### config.mk
export PLATFORM = sky130hd
export DESIGN_NAME = multiword_add_seq
export DESIGN_NICKNAME = d
export VERILOG_FILES = /design/src/rtl/multiword_add_seq_pkg.sv /design/src/rtl/multiword_add_seq.sv
export SDC_FILE = /design/constraint.sdc
export NUM_CORES = 1
export LEC_CHECK = 0
export CAP_MARGIN = 20
export CORE_ASPECT_RATIO = 0.8
export CORE_MARGIN = 3
export CORE_UTILIZATION = 30
export DETAILED_ROUTE_END_ITERATION = 12
export GPL_ROUTABILITY_DRIVEN = 0
export PLACE_DENSITY = 0.58
export SLEW_MARGIN = 20
export SYNTH_ARGS = -nofsm -noshare
export SYNTH_HDL_FRONTEND = slang
export SYNTH_SLANG_ARGS = --single-unit
### constraint.sdc
create_clock -name clk -period 3.11 [get_ports clk]
set_input_delay 0.311 -clock clk [delete_from_list [all_inputs] [get_ports clk]]
set_output_delay 0.311 -clock clk [all_outputs]
set_load 0.005 [all_outputs]
### src/rtl/multiword_add_seq_pkg.sv
// Shared definitions for the multi-word add sequencer: FSM state encoding
// and a constant-evaluable ceil(log2) used to size the word index.
package multiword_add_seq_pkg;

   // Encoding 2'd3 is unused and is decoded as idle by the sequencer.
   typedef enum logic [1:0] {
      ST_IDLE  = 2'd0,
      ST_RUN   = 2'd1,
      ST_FLUSH = 2'd2
   } state_t;

   function automatic int clog2(input int n);
      int r;
      r = 0;
      while ((1 << r) < n) begin
         r = r + 1;
      end
      return (r < 1) ? 1 : r;
   endfunction

endpackage

### src/rtl/multiword_add_seq.sv
// Sequences an external registered W-bit adder over NWORDS words, least
// significant first, chaining the adder's registered carry between words.
module multiword_add_seq
   import multiword_add_seq_pkg::*;
#(
   parameter int W      = 16,
   parameter int NWORDS = 4
) (
   input  logic                  clk,
   input  logic                  rst_n,
   input  logic                  start,
   input  logic [W*NWORDS-1:0]   op_a,
   input  logic [W*NWORDS-1:0]   op_b,
   input  logic                  c_in,
   output logic                  busy,
   output logic                  done,
   output logic [W*NWORDS-1:0]   result,
   output logic                  c_out,
   output logic [W-1:0]          add_a,
   output logic [W-1:0]          add_b,
   output logic                  add_cin,
   input  logic [W-1:0]          add_sum,
   input  logic                  add_cout
);

   localparam int IW = clog2(NWORDS);
   localparam int OW = W * NWORDS;

   state_t          state_q, state_d;
   logic [IW-1:0]   idx_q, idx_d;
   logic [OW-1:0]   opa_q, opa_d;
   logic [OW-1:0]   opb_q, opb_d;
   logic            cin_q, cin_d;
   logic            busy_q, busy_d;
   logic            done_q, done_d;
   logic [OW-1:0]   result_q, result_d;
   logic            cout_q, cout_d;

   // The adder output lags by one word, so RUN at index i retires word i-1.
   always_comb begin
      state_d  = state_q;
      idx_d    = idx_q;
      opa_d    = opa_q;
      opb_d    = opb_q;
      cin_d    = cin_q;
      busy_d   = busy_q;
      done_d   = 1'b0;
      result_d = result_q;
      cout_d   = cout_q;
      case (state_q)
         ST_RUN: begin
            idx_d = idx_q + 1'b1;
            for (int i = 1; i < NWORDS; i++) begin
               if (idx_q == IW'(i)) begin
                  result_d[(i-1)*W +: W] = add_sum;
               end
            end
            if (idx_q == IW'(NWORDS - 1)) begin
               idx_d   = idx_q;
               state_d = ST_FLUSH;
            end
         end
         ST_FLUSH: begin
            result_d[(NWORDS-1)*W +: W] = add_sum;
            cout_d  = add_cout;
            busy_d  = 1'b0;
            done_d  = 1'b1;
            idx_d   = '0;
            state_d = ST_IDLE;
         end
         default: begin
            if (start) begin
               opa_d   = op_a;
               opb_d   = op_b;
               cin_d   = c_in;
               idx_d   = '0;
               busy_d  = 1'b1;
               state_d = ST_RUN;
            end
         end
      endcase
   end

   always_ff @(posedge clk or negedge rst_n) begin
      if (!rst_n) begin
         state_q  <= ST_IDLE;
         idx_q    <= '0;
         opa_q    <= '0;
         opb_q    <= '0;
         cin_q    <= 1'b0;
         busy_q   <= 1'b0;
         done_q   <= 1'b0;
         result_q <= '0;
         cout_q   <= 1'b0;
      end else begin
         state_q  <= state_d;
         idx_q    <= idx_d;
         opa_q    <= opa_d;
         opb_q    <= opb_d;
         cin_q    <= cin_d;
         busy_q   <= busy_d;
         done_q   <= done_d;
         result_q <= result_d;
         cout_q   <= cout_d;
      end
   end

   // Word 0 takes the operation's carry-in; later words take the adder's carry.
   always_comb begin
      add_a   = '0;
      add_b   = '0;
      add_cin = 1'b0;
      if (state_q == ST_RUN) begin
         for (int i = 0; i < NWORDS; i++) begin
            if (idx_q == IW'(i)) begin
               add_a = opa_q[i*W +: W];
               add_b = opb_q[i*W +: W];
            end
         end
         add_cin = (idx_q == '0) ? cin_q : add_cout;
      end
   end

   assign busy   = busy_q;
   assign done   = done_q;
   assign result = result_q;
   assign c_out  = cout_q;

endmodule

==> results.sh, run 1 <==
export IMPL_status="complete, no violations"
export IMPL_htree_levels=4
export IMPL_vdd_ir_drop_max_mv=0.4424
export IMPL_drtAntennaViolNets=0
export IMPL_wl_per_cell_um=20.53
export IMPL_grt_pass1_wl_um=38790
export IMPL_tns_ns=0
export IMPL_overflow=0
export IMPL_first_pass_iters=4
export IMPL_seq_power_share=0.346
export IMPL_r2r_slack_ns=0.89
export IMPL_finalHoldViolations=0
export IMPL_synthAdderAreaFrac=0.008381
export IMPL_finalCriticalPeriod_ns=2.922
export IMPL_wl_met2_um=11030
export IMPL_yosysWarnings=0
export IMPL_final_common_cell="clkdlybuf4s50_1"
export IMPL_setup_viol=0
export IMPL_met3WireLength_um=1866
export IMPL_die_x_um=199.2
export IMPL_p_comb_frac=0.476
export IMPL_yosysUniqueCellTypes=26
export IMPL_utilization=0.4309
export IMPL_avgSynthCellArea_um2=14.93
export IMPL_io_pins=249
export IMPL_p_clk_frac=0.178
export IMPL_vias=5857
export IMPL_fin_crit_sh=0.9394
export IMPL_wl_met1_um=12200
export IMPL_crit_required_ns=2.80
export IMPL_fin_skew_ns=0.009932
export IMPL_antenna_found_initial=0
export IMPL_power_switching_w=0.004226
export IMPL_hpwlAfterDp_um=16670
export IMPL_viasPerCell=4.750
export IMPL_grt_usage=0.1575
export IMPL_power_density_mw_per_mm2=1089
export IMPL_worst_skew_pair_late_latency_ns=0.43
export IMPL_yosysSeqAreaShare=0.5587
export IMPL_r2r_start="state_q[1]"
export IMPL_syn_inst=600
export IMPL_port_buffers=248
export IMPL_maxSlewViolCount=0
export IMPL_synthXorXnorAreaFrac=0.0009778
export IMPL_worstMarginPinSlew_ns=0.5973
export IMPL_clk_pin_slew_ns=0.07
export IMPL_synth_mux_area_frac=0.2924
export IMPL_rows=55
export IMPL_rsz0062_at_grt="false"
export IMPL_start_util=0.3107
export IMPL_power_internal_w=0.009303
export IMPL_first_global_vias=6302
export IMPL_syn_to_final_growth_pct=38.69
export IMPL_top_layer="met4"
export IMPL_p_sw_frac=0.3123
export IMPL_grt_max_degree=79
export IMPL_cts_buffers=17
export IMPL_drtIter0Drc=232
export IMPL_synth_compound_area_share=0.06984
export IMPL_synth_top_family_by_area="multiplexers"
export IMPL_r2r_end="result[35]"
export IMPL_critPathLaunchType="flop"
export IMPL_clockBufferDepth=2
export IMPL_syn_area_mm2=0.008957
export IMPL_layout_nets=1004
export IMPL_drcViolationCount=0
export IMPL_core_region_area_mm2=0.02883
export IMPL_fp_dieH_um=160.6
export IMPL_max_freq_mhz=342.3
export IMPL_layout_common_cells="clkdlybuf4s50_1, dfrtp_1, mux2_4"
export IMPL_clock_sinks=200
export IMPL_cts_tree="done"
export IMPL_hp_class="primary input to async pin"
export IMPL_slew_headroom=0.6018
export IMPL_worstSetupEndpointType="primary output"
export IMPL_arrival_ns=2.61
export IMPL_drive_gt1_frac=0.3005
export IMPL_maxCapViolations=0
export IMPL_leakage_nw=5.364
export IMPL_synth_nets=755
export IMPL_drt_wl_total_um=25310
export IMPL_critPathMaxFanout=24
export IMPL_nFillCells=2688
export IMPL_cts_root_buf="clkbuf_16"
export IMPL_die_area_mm2=0.03198
export IMPL_ys_ff_latch=200
export IMPL_r2r_cells=5
export IMPL_yosys_area_share_simple=0.02361
export IMPL_critical_path_class="flop to primary output"
[routing by layer]
layer	GRT usage	up-vias
li1	-	2670
met1	0.2271	2990
met2	0.2310	183
met3	0.05076	14
met4	0.03544	0
met5	0	-
[state kept, by name, summed over array words and instances (netlist names)]
name and count:
opa_q 64, opb_q 64, state_q 2, cin_q 1, done 1, idx_q 2
busy 1, result 64, c_out 1
[layout make-up]
cell class | instances | area (um2) | share of cell area
multi-input combinational | 354 | 3577 | 0.2879
antenna | 1 | 2.502 | 0.0002014
tap | 370 | 462.9 | 0.03726
clock inverter | 14 | 195.2 | 0.01571
inverter | 6 | 22.52 | 0.001813
sequential | 200 | 5005 | 0.4029
timing repair buffer | 270 | 2729 | 0.2197
clock buffer | 18 | 429.2 | 0.03455
[worst max-delay path by stage]
| stage | slack (ns) | cells past startpoint | startpoint | to |
|---|---|---|---|---|
| 2_1_floorplan | 1.41 | 7 | idx_q[0] | add_a[13] |
| 3_3_place_gp | 0.40 | 7 | state_q[1] | add_a[1] |
| 3_5_place_dp | 0.28 | 7 | state_q[1] | add_a[1] |
| 4_1_cts | 0.07 | 6 | state_q[1] | add_a[2] |
| 5_1_grt | 0.007 | 7 | idx_q[1] | add_b[12] |
| 6_report | 0.19 | 7 | idx_q[1] | add_b[8] |
[power groups by stage]
stage	Clock [W]	Combinational, W	Sequential (W)
after global placement	0	0.00638	0.00469
after floorplan	0	0.00397	0.00456
after global routing	0.00258	0.00693	0.00485
after CTS	0.00250	0.00651	0.00467
final	0.00241	0.00644	0.00468
after detailed placement	0	0.00644	0.00469
[cell usage after synthesis, drive strengths merged]
cell type | number | area (um2)
o21ai | 66 | 330.3
a221oi | 32 | 280.3
mux2i | 1 | 10.01
mux2 | 195 | 2609
and2b | 1 | 8.760
a21oi | 3 | 15.01
inv | 6 | 22.52
nand3 | 1 | 5.000
and2 | 1 | 8.760
nor3 | 1 | 5.000
clkbuf | 10 | 37.54
buf | 31 | 352.8
dfrtp | 200 | 5005
nand2 | 38 | 150.2
ha | 6 | 75.07
nor2 | 5 | 18.77
xnor2 | 1 | 8.760
nor2b | 2 | 15.02
[metrics by stage]
stage | worst slack, ns | power, W | std cells | cell area [um2] | hold slack, ns
6_report | 0.1884 | 0.01353 | 1233 | 12420 | 0.4324
5_1_grt | 0.007417 | 0.01436 | 1232 | 12420 | 0.4523
4_1_cts | 0.07032 | 0.01368 | 1231 | 12410 | 0.4237
3_5_place_dp | 0.2831 | 0.01113 | 1196 | 11760 | 0.2988
3_3_place_gp | 0.3965 | 0.01107 | 1196 | 11760 | 0.3000
2_1_floorplan | 1.406 | 0.008524 | 600 | 8957 | 0.01541
[logic make-up (layout without fill, tap and decap cells)]
group | Yosys count | in the layout
simple gates | 49 | 50
other cells | 0 | 1
compound gates | 101 | 101
xor+xnor | 1 | 1
flops | 200 | 200
mux | 196 | 196
buf+inv | 47 | 308
fa+ha+maj | 6 | 6
[critical path: stages (launching register included)]
cell and delay, ns:
dfrtp_1 0.41, inv_1 0.10, ha_2 0.21, buf_4 0.36, buf_4 0.28, a221oi_1 0.13
o21ai_1 0.18, clkdlybuf4s50_1 0.52
[timing repair]
action,in CTS,in global routing
buffers inserted,2,0
hold endpoints to repair,49,0
cloned,0,1
setup endpoints to repair,15,17
pin swaps,0,1
gates resized for setup,1,2
hold buffers,1,0
(Power assumes the default switching activity.)
==> run 2: changes to the inputs <==
- ABC_AREA: default -> 1
==> run 2 against run 1 <==
  * Flip-flop and latch count unchanged
  * Die area down 0.67%
  * Register-to-register slack better by 0.35 ns
  * Setup slack better by 0.092 ns
  * Hold slack worse by 0.016 ns
  * Largest cell class unchanged
  * Largest power group unchanged
==> results.sh, run 2 <==
export IMPL_final_instance_count_excl_fill=1699
export IMPL_start_util=0.3092
export IMPL_worstMarginPinSlew_ns=0.7720
export IMPL_maxSlewViolCount=0
export IMPL_slowest_delay_ns=0.49
export IMPL_rsz0062_at_grt="false"
export IMPL_clock_sinks=200
export IMPL_hold_start="start"
export IMPL_dp_cells=1664
export IMPL_leakage_nw=6.032
export IMPL_max_freq_mhz=353.4
export IMPL_fin_crit_sh=0.9099
export IMPL_worst_skew_pair_late_latency_ns=0.44
export IMPL_cts_buffers=17
export IMPL_yosys_top_cells_area="dfrtp_1, nand2_1, nand3_1"
export IMPL_r2r_cells=6
export IMPL_vdd_ir_drop_max_mv=0.8891
export IMPL_crit_chain="inv_1, ha_1, nand2_2, clkinv_2, buf_4, nand2_1, nand2_1, clkdlybuf4s50_1"
export IMPL_critPathMaxFanout=17
export IMPL_fin_skew_ns=0.01100
export IMPL_avgSynthCellArea_um2=8.050
export IMPL_drt_wl_total_um=29570
export IMPL_syn_to_final_growth_pct=37.64
export IMPL_fin_hold_ws_ns=0.4164
export IMPL_antenna_found_initial=3
export IMPL_holdPathEnd="opa_q[17]"
export IMPL_cts_tree="done"
export IMPL_wl_per_cell_um=17.41
export IMPL_ys_flop_type="dfrtp_1"
export IMPL_path_common_cell="nand2_1"
export IMPL_yosysWarnings=0
export IMPL_fp_dieH_um=160.0
export IMPL_clk_pin_slew_ns=0.07
export IMPL_die_area_mm2=0.03176
export IMPL_yosys_area_top_type="dfrtp_1"
export IMPL_yosysSeqAreaShare=0.5627
export IMPL_htree_levels=4
export IMPL_critical_path_class="flop to primary output"
export IMPL_post_synth_top_count_cell="nand2_1"
export IMPL_maxCapViolations=0
export IMPL_yosysUniqueCellTypes=17
export IMPL_cpMaxStageDelayCell="clkdlybuf4s50_1"
export IMPL_syn_area_mm2=0.008895
export IMPL_drtAntennaViolNets=0
export IMPL_r2r_start="state_q[0]"
export IMPL_nFillCells=2920
export IMPL_worstSetupEndpointType="primary output"
export IMPL_grt_max_degree=130
export IMPL_finalCriticalPeriod_ns=2.830
export IMPL_slew_headroom=0.4853
export IMPL_die_x_um=198.5
export IMPL_power_density_mw_per_mm2=1041
export IMPL_first_global_vias=7847
export IMPL_core_region_area_mm2=0.02877
export IMPL_vias=8049
export IMPL_r2r_end="opa_q[22]"
export IMPL_path_buf_inv=4
export IMPL_synth_nets=1260
export IMPL_synth_top_area_frac=0.5627
export IMPL_clockBufferDepth=2
export IMPL_status="complete, no violations"
export IMPL_holdPathStages=4
export IMPL_port_buffers=248
export IMPL_final_common_cell="nand2_1"
export IMPL_synth_edf_count=0
export IMPL_synth_commonest_cells="nand2_1, dfrtp_1, nand3_1"
export IMPL_hpwlAfterDp_um=19770
export IMPL_async_flop_share=1.000
export IMPL_rows=55
export IMPL_overflow=0
export IMPL_path_delay_family="buffers and inverters"
export IMPL_tns_ns=0
export IMPL_io_pins=249
export IMPL_p_total_w=0.01275
export IMPL_multi_input_area_mm2=0.003427
export IMPL_hp_class="primary input to flop"
export IMPL_drive_gt1_frac=0.04672
export IMPL_viasPerCell=4.737
export IMPL_crit_required_ns=2.80
export IMPL_drtIter0Drc=461
export IMPL_grt_usage=0.1850
export IMPL_critPathLaunchType="flop"
export IMPL_setup_viol=0
export IMPL_finalHoldViolations=0
export IMPL_arrival_ns=2.52
export IMPL_drcViolationCount=0
export IMPL_r2r_slack_ns=1.24
export IMPL_cts_root_buf="clkbuf_16"
export IMPL_grt_pass1_wl_um=46060
export IMPL_syn_inst=1105
export IMPL_layout_nets=1469
export IMPL_ys_ff_latch=200
export IMPL_layout_common_cells="nand2_1, clkdlybuf4s50_1, dfrtp_1"
export IMPL_seqCellArea_mm2=0.005005
export IMPL_first_pass_iters=4
-- run 2: cell families (layout without fill, tap and decap cells) --
logic type	Yosys count	in the layout	share of synthesized area
flip-flops	200	200	0.5627
multiplexers	1	1	0.001266
other	0	2	0
AO/OA/AOI/OAI	101	101	0.05683
AND/OR/NAND/NOR	691	691	0.3151
adder cells (fa/ha/maj)	6	6	0.008440
buffers and inverters	106	328	0.05570
-- run 2: how the worst max path moves through the flow --
stage / end / cells past startpoint / from
6_report: add_b[1] / 8 / state_q[1]
5_1_grt: add_a[0] / 8 / state_q[1]
4_1_cts: add_a[7] / 8 / state_q[1]
3_5_place_dp: add_a[7] / 8 / state_q[1]
3_3_place_gp: add_a[5] / 8 / state_q[1]
2_1_floorplan: add_a[10] / 9 / idx_q[0]
-- run 2: power by group --
part | switching [W] | internal, W
Clock | 0.00106 | 0.00105
Sequential | 0.000707 | 0.00390
Combinational | 0.00341 | 0.00262
Total | 0.00518 | 0.00756
-- run 2: layout make-up --
class / count / area share
antenna: 2 / 0.0004088
clock buffer: 18 / 0.03505
clock inverter: 14 / 0.009607
inverter: 27 / 0.008380
multi-input combinational: 799 / 0.2799
sequential: 200 / 0.4088
tap: 370 / 0.03781
timing repair buffer: 269 / 0.2200
-- run 2: through the flow --
stage,setup WS (ns),util,area [um2]
finish,0.2803,0.4256,12240
floorplan,1.521,-,8895
detailed placement,0.5577,0.4059,11670
CTS,0.08503,0.4252,12230
global placement,0.6399,0.4059,11670
global route,0.04883,0.4256,12240
-- run 2: worst min-delay path, stage by stage --
cell     delay (ns)
buf_4          0.13
buf_12         0.20
nand3_1        0.12
nand2_1        0.05
-- run 2: per-layer routing --
| metal | part of all wire | wire length [um] | track usage |
|---|---|---|---|
| met1 | 0.47 | 13840 | 0.2718 |
| met4 | 0.013 | 396 | 0.04598 |
| met2 | 0.45 | 13240 | 0.2765 |
| met5 | 0.00027 | 8 | 0 |
| met3 | 0.071 | 2086 | 0.04282 |
-- run 2: repair_timing --
item | in CTS | in global routing
setup endpoints to repair | 0 | 11
hold buffers | 1 | 0
hold endpoints to repair | 80 | 0
setup buffers | 0 | 0
gates resized for setup | 0 | 2
==> run 3: changes to the inputs <==
- SLEW_MARGIN: 20 -> 30
==> results of run 3 <==
Final layout, timing and power as in run 2 (identical DEF).
